[config.mk]
export PLATFORM = sky130hd
export DESIGN_NAME = seq_hw_sched
export DESIGN_NICKNAME = d
export VERILOG_FILES = /design/src/rtl/seq_hw_sched.sv
export SDC_FILE = /design/constraint.sdc
export NUM_CORES = 1
export LEC_CHECK = 0
export CAP_MARGIN = 20
export CORE_MARGIN = 2
export CORE_UTILIZATION = 37
export DETAILED_ROUTE_END_ITERATION = 10
export PLACE_DENSITY_LB_ADDON = 0.3
export SYNTH_ARGS = -nofsm -noshare
export SYNTH_HDL_FRONTEND = slang
export SYNTH_SLANG_ARGS = --single-unit
export TNS_END_PERCENT = 10
[constraint.sdc]
create_clock -name clk -period 3.37 [get_ports clk]
set_input_delay 0.674 -clock clk [delete_from_list [all_inputs] [get_ports clk]]
set_output_delay 0.674 -clock clk [all_outputs]
set_load 0.05 [all_outputs]
[src/rtl/seq_hw_sched.sv]
// seq_hw_sched: round-robin scheduler that shares one seq_hw weighted-sum
// datapath (O = 23*I1 + 18*I2 + 13*I3) among NREQ requesters. The winner's
// operands are registered onto the datapath and held for LAT cycles. dp_o is
// then sampled into res and returned with a one-cycle done pulse.
//
// Handshake: a requester raises req[k] with stable operands and holds them
// until ack[k] pulses (operands captured). done[k] pulses exactly LAT cycles
// after ack[k], with res valid in that cycle. res then holds until the next done.
module seq_hw_sched #(
  parameter int NREQ = 3,
  parameter int DW   = 8,
  parameter int OW   = 16,
  parameter int LAT  = 4
) (
  input  logic              clk,
  input  logic              reset,
  input  logic [NREQ-1:0]   req,
  input  logic [NREQ*DW-1:0] req_i1,
  input  logic [NREQ*DW-1:0] req_i2,
  input  logic [NREQ*DW-1:0] req_i3,
  output logic [NREQ-1:0]   ack,
  output logic [NREQ-1:0]   done,
  output logic [OW-1:0]     res,
  output logic              busy,
  output logic [DW-1:0]     dp_i1,
  output logic [DW-1:0]     dp_i2,
  output logic [DW-1:0]     dp_i3,
  input  logic [OW-1:0]     dp_o
);

  localparam int PW = (NREQ > 1) ? $clog2(NREQ) : 1;
  localparam int CW = (LAT > 1) ? $clog2(LAT) : 1;

  typedef enum logic {S_IDLE = 1'b0, S_RUN = 1'b1} state_t;

  state_t          state_q, state_d;
  logic [CW-1:0]   cnt_q, cnt_d;
  logic [PW-1:0]   ptr_q, ptr_d;
  logic [PW-1:0]   owner_q, owner_d;
  logic [NREQ-1:0] ack_q, ack_d;
  logic [NREQ-1:0] done_q, done_d;
  logic [OW-1:0]   res_q, res_d;
  logic [DW-1:0]   dp_i1_q, dp_i1_d;
  logic [DW-1:0]   dp_i2_q, dp_i2_d;
  logic [DW-1:0]   dp_i3_q, dp_i3_d;

  logic            found;
  logic [PW-1:0]   win;
  logic            last_cycle;

  // Winner search: first asserted request scanning ptr, ptr+1, ... modulo NREQ
  always_comb begin
    int idx;
    found = 1'b0;
    win   = '0;
    idx   = 0;
    for (int i = 0; i < NREQ; i++) begin
      idx = int'(ptr_q) + i;
      if (idx >= NREQ) idx = idx - NREQ;
      if (!found && req[PW'(idx)]) begin
        found = 1'b1;
        win   = PW'(idx);
      end
    end
  end

  assign last_cycle = (cnt_q == CW'(LAT - 1));

  // State register: every piece of sequential state, synchronous active-low reset
  always_ff @(posedge clk) begin
    if (!reset) begin
      state_q <= S_IDLE;
      cnt_q   <= '0;
      ptr_q   <= '0;
      owner_q <= '0;
      ack_q   <= '0;
      done_q  <= '0;
      res_q   <= '0;
      dp_i1_q <= '0;
      dp_i2_q <= '0;
      dp_i3_q <= '0;
    end else begin
      state_q <= state_d;
      cnt_q   <= cnt_d;
      ptr_q   <= ptr_d;
      owner_q <= owner_d;
      ack_q   <= ack_d;
      done_q  <= done_d;
      res_q   <= res_d;
      dp_i1_q <= dp_i1_d;
      dp_i2_q <= dp_i2_d;
      dp_i3_q <= dp_i3_d;
    end
  end

  // Next-state logic: grant leaves IDLE, the last held cycle returns to IDLE
  always_comb begin
    state_d = state_q;
    case (state_q)
      S_IDLE:  if (found) state_d = S_RUN;
      S_RUN:   if (last_cycle) state_d = S_IDLE;
      default: state_d = S_IDLE;
    endcase
  end

  // Output/datapath register next values: capture on grant, sample dp_o at the end
  always_comb begin
    cnt_d   = cnt_q;
    ptr_d   = ptr_q;
    owner_d = owner_q;
    ack_d   = '0;
    done_d  = '0;
    res_d   = res_q;
    dp_i1_d = dp_i1_q;
    dp_i2_d = dp_i2_q;
    dp_i3_d = dp_i3_q;
    case (state_q)
      S_IDLE: begin
        if (found) begin
          dp_i1_d    = req_i1[win*DW +: DW];
          dp_i2_d    = req_i2[win*DW +: DW];
          dp_i3_d    = req_i3[win*DW +: DW];
          owner_d    = win;
          ack_d[win] = 1'b1;
          cnt_d      = '0;
          ptr_d      = (win == PW'(NREQ - 1)) ? '0 : win + 1'b1;
        end
      end
      S_RUN: begin
        cnt_d = cnt_q + 1'b1;
        if (last_cycle) begin
          res_d          = dp_o;
          done_d[owner_q] = 1'b1;
        end
      end
      default: ;
    endcase
  end

  assign ack   = ack_q;
  assign done  = done_q;
  assign res   = res_q;
  assign busy  = (state_q == S_RUN);
  assign dp_i1 = dp_i1_q;
  assign dp_i2 = dp_i2_q;
  assign dp_i3 = dp_i3_q;

endmodule

==> results.tsv <==
metric	value	unit
status	finished, final reports clean	
Slew @ Worst Pin	0.622	ns
Power Dens Cells	836	nW/um2
crit path DAT	2.82	ns
Yosys reg bits	53	
clock-pin slew on the worst setup and hold paths	0.10	ns
crit end category	register	
WS Path Type	in -> reg	
Buffers on Ports	139	
cts hold-fix bufs	0	
final instance area	4020	um2
placed cell area	3930	um2
share of the synthesized netlist area taken by xor and xnor gates	0	%
# placed instances	477	
Post-synth EDFFs	0	
count of pins over their slew limit	0	
Adder-Cell Fraction of Synth Area	2.47	%
area of the multi-input gates	1320	um2
first-pass GRT wire length	12300	um
Synth Area in Simple Gates	17.4	%
CP required	3.57	ns
Fin. Hold Viols	0	
total gr overflow	0	
row cnt	30	
Finished Layout Cells	485	
Ports	140	
Routed Antenna Nets	0	
per-cell routed wire length	15.9	um
sequential fraction of the synthesis area	41.9	%
Max VDD drop	371	uV
ys async rst share	0	%
CP max FO	26	
Final Cycle Share	77.6	%
Synth Flop Type	dfxtp_1	
Setup-failing EPs final	0	
GRT Util Overall	20.7	%
leakage	1.53	nW
die area	7530	um2
Synth Net Count	373	
vias after detailed routing	2552	
# DRC	0	
Worst slew margin	58.3	%
DP HPWL	5490	um
Layout area overhead	58.4	%
RSZ-0062 raised after global routing	false	
Bufs on Longest Clock Path	2	
layout cells sized above 1	6.42	%
clk sinks	53	
setup bufs post-CTS	0	
CTS Root Cell	clkbuf_8	
Max-Cap Viols	0	
Initial Util	37.7	%
H-tree depth	2	
FMAX	382	MHz
vias per cell	5.26	
yosys warns	0	
CTS Buf Count	5	
GP Congestion	0.882	
worst min path class	reg -> reg	
antenna violations before repair	0	
fill count	589	
Seq. cell area	1060	um2
Core ar.	6720	um2
mapped cell area	2530	um2
final setup TNS	0	ns
largest family of logic cells by synthesized area	compound AO/OA/AOI/OAI gates	
cells after synthesis	275	
final WL	7700	um
initial DRC count	116	
worst hold margin	0.448	ns
Die X	86.8	um
later-pin clock latency in the skew report	0.31	ns
CTS tree	done	
Post-Syn Area per Cell	9.22	um2
First-pass DRT Iterations	4	
mux cell area share after synthesis	4.00	%
Compound-Gate Fraction of Synth Area	28.4	%
CTS resizes	0	
Clock Skews	0.0118	ns
Synth cell types	43	
Critical Path Start Type	input port	
fin crit period	2.62	ns
largest net degree at the start of global routing	28	
Die Y-Extent	86.8	um
fin nets	502	
vias in the first global route	2479	
ant diodes	0	
==> through the flow <==
step                      total power (W)  utilization, %  worst slack (ns)
after floorplan                   0.00245               -              1.08
after global placement            0.00299            58.4             0.509
after detailed placement          0.00302            58.4             0.433
after CTS                         0.00339            59.8             0.776
after global routing              0.00357            59.8             0.521
final                             0.00336            59.8             0.755
==> cell usage in the layout, fill, tap and decap left out, types with 2 or more instances in the layout <==
cell	count
a211oi_1	24
a21o_1	2
a21oi_1	2
a22o_1	17
and3_1	26
buf_4	5
clkbuf_8	5
clkdlybuf4s50_1	139
dfxtp_1	53
ha_1	5
inv_1	3
mux2i_1	3
mux2i_4	2
nand2_1	28
nand3_1	2
nand3b_1	2
nor2_1	5
nor2b_1	4
nor3_1	3
nor3b_1	3
o21ai_0	28
o21ai_1	22
==> final cells by class <==
cell class / instances / share of cell area, %
clock inverters: 3 / 0.530
repair buffers: 144 / 35.6
multi-input cells: 197 / 33.0
well taps: 80 / 2.49
inverters: 3 / 0.280
clock buffers: 5 / 1.71
flip-flops and latches: 53 / 26.4
==> synthesized netlist by cell type, drive strengths merged, types with 2 or more instances <==
library cell / count / area share [%]
mux2: 2 / 1.0
mux2i: 5 / 3.0
nor2: 6 / 0.99
clkbuf: 10 / 1.7
nor3b: 3 / 0.89
o21a: 2 / 0.64
o21ai: 51 / 11
a211oi: 25 / 7.6
a21oi: 2 / 0.39
nand2: 29 / 4.6
a21o: 2 / 0.59
ha: 5 / 2.5
dfxtp: 53 / 42
inv: 3 / 0.44
nand3: 2 / 0.39
nor3: 3 / 0.59
and3: 27 / 6.9
buf: 12 / 3.8
nand3b: 2 / 0.59
nor2b: 4 / 0.99
a22o: 17 / 5.9
==> critical path, stage by stage <==
cell	delay [ns]
clkdlybuf4s50_1	0.55
nor2b_1	0.29
o21ai_0	0.21
o211ai_4	0.31
nand2_4	0.33
a211oi_1	0.34
o21ai_1	0.10
==> routing by layer <==
metal / track usage (%) / share of wire (%) / vias up
met5: 0 / 0 / -
met2: 35.9 / 50 / 92
met4: 5.68 / 0.62 / 0
li1: - / - / 1262
met1: 27.2 / 44 / 1194
met3: 2.38 / 5.3 / 4
==> final timing paths <==
path                                             from               endpoint  slack, ns  cells after the start
worst max-delay path                           req[1]  dp_i3[5]$_SDFFE_PN0P_       0.75                      7
worst min-delay path            dp_i3[1]$_SDFFE_PN0P_  dp_i3[1]$_SDFFE_PN0P_       0.45                      2
worst max register to register  ptr_q[0]$_SDFFE_PN0P_  dp_i3[5]$_SDFFE_PN0P_       0.80                      8
worst min register to register  dp_i3[1]$_SDFFE_PN0P_  dp_i3[1]$_SDFFE_PN0P_       0.45                      2
==> sequential cells by signal, summed over array words and instances, names as in the netlist <==
| signal | count |
|---|---|
| dp_i2 | 8 |
| owner_q | 2 |
| done | 3 |
| res | 16 |
| dp_i1 | 8 |
| dp_i3 | 8 |
| cnt_q | 2 |
| busy | 1 |
| ack | 3 |
| ptr_q | 2 |
==> cell families (layout without fill, tap and decap cells) <==
logic type | Yosys count | count (layout)
adders and majority gates | 5 | 5
buffers and inverters | 25 | 155
AOI/OAI and AO/OA | 104 | 104
and+or+nand+nor | 81 | 81
muxes | 7 | 7
DFF | 53 | 53
==> report_power, final <==
| part | switching [W] | internal, W |
|---|---|---|
| sequential | 0.000101 | 0.000816 |
| combinational | 0.00131 | 0.000769 |
| clock | 0.000216 | 0.000148 |
(Power assumes the default switching activity.)
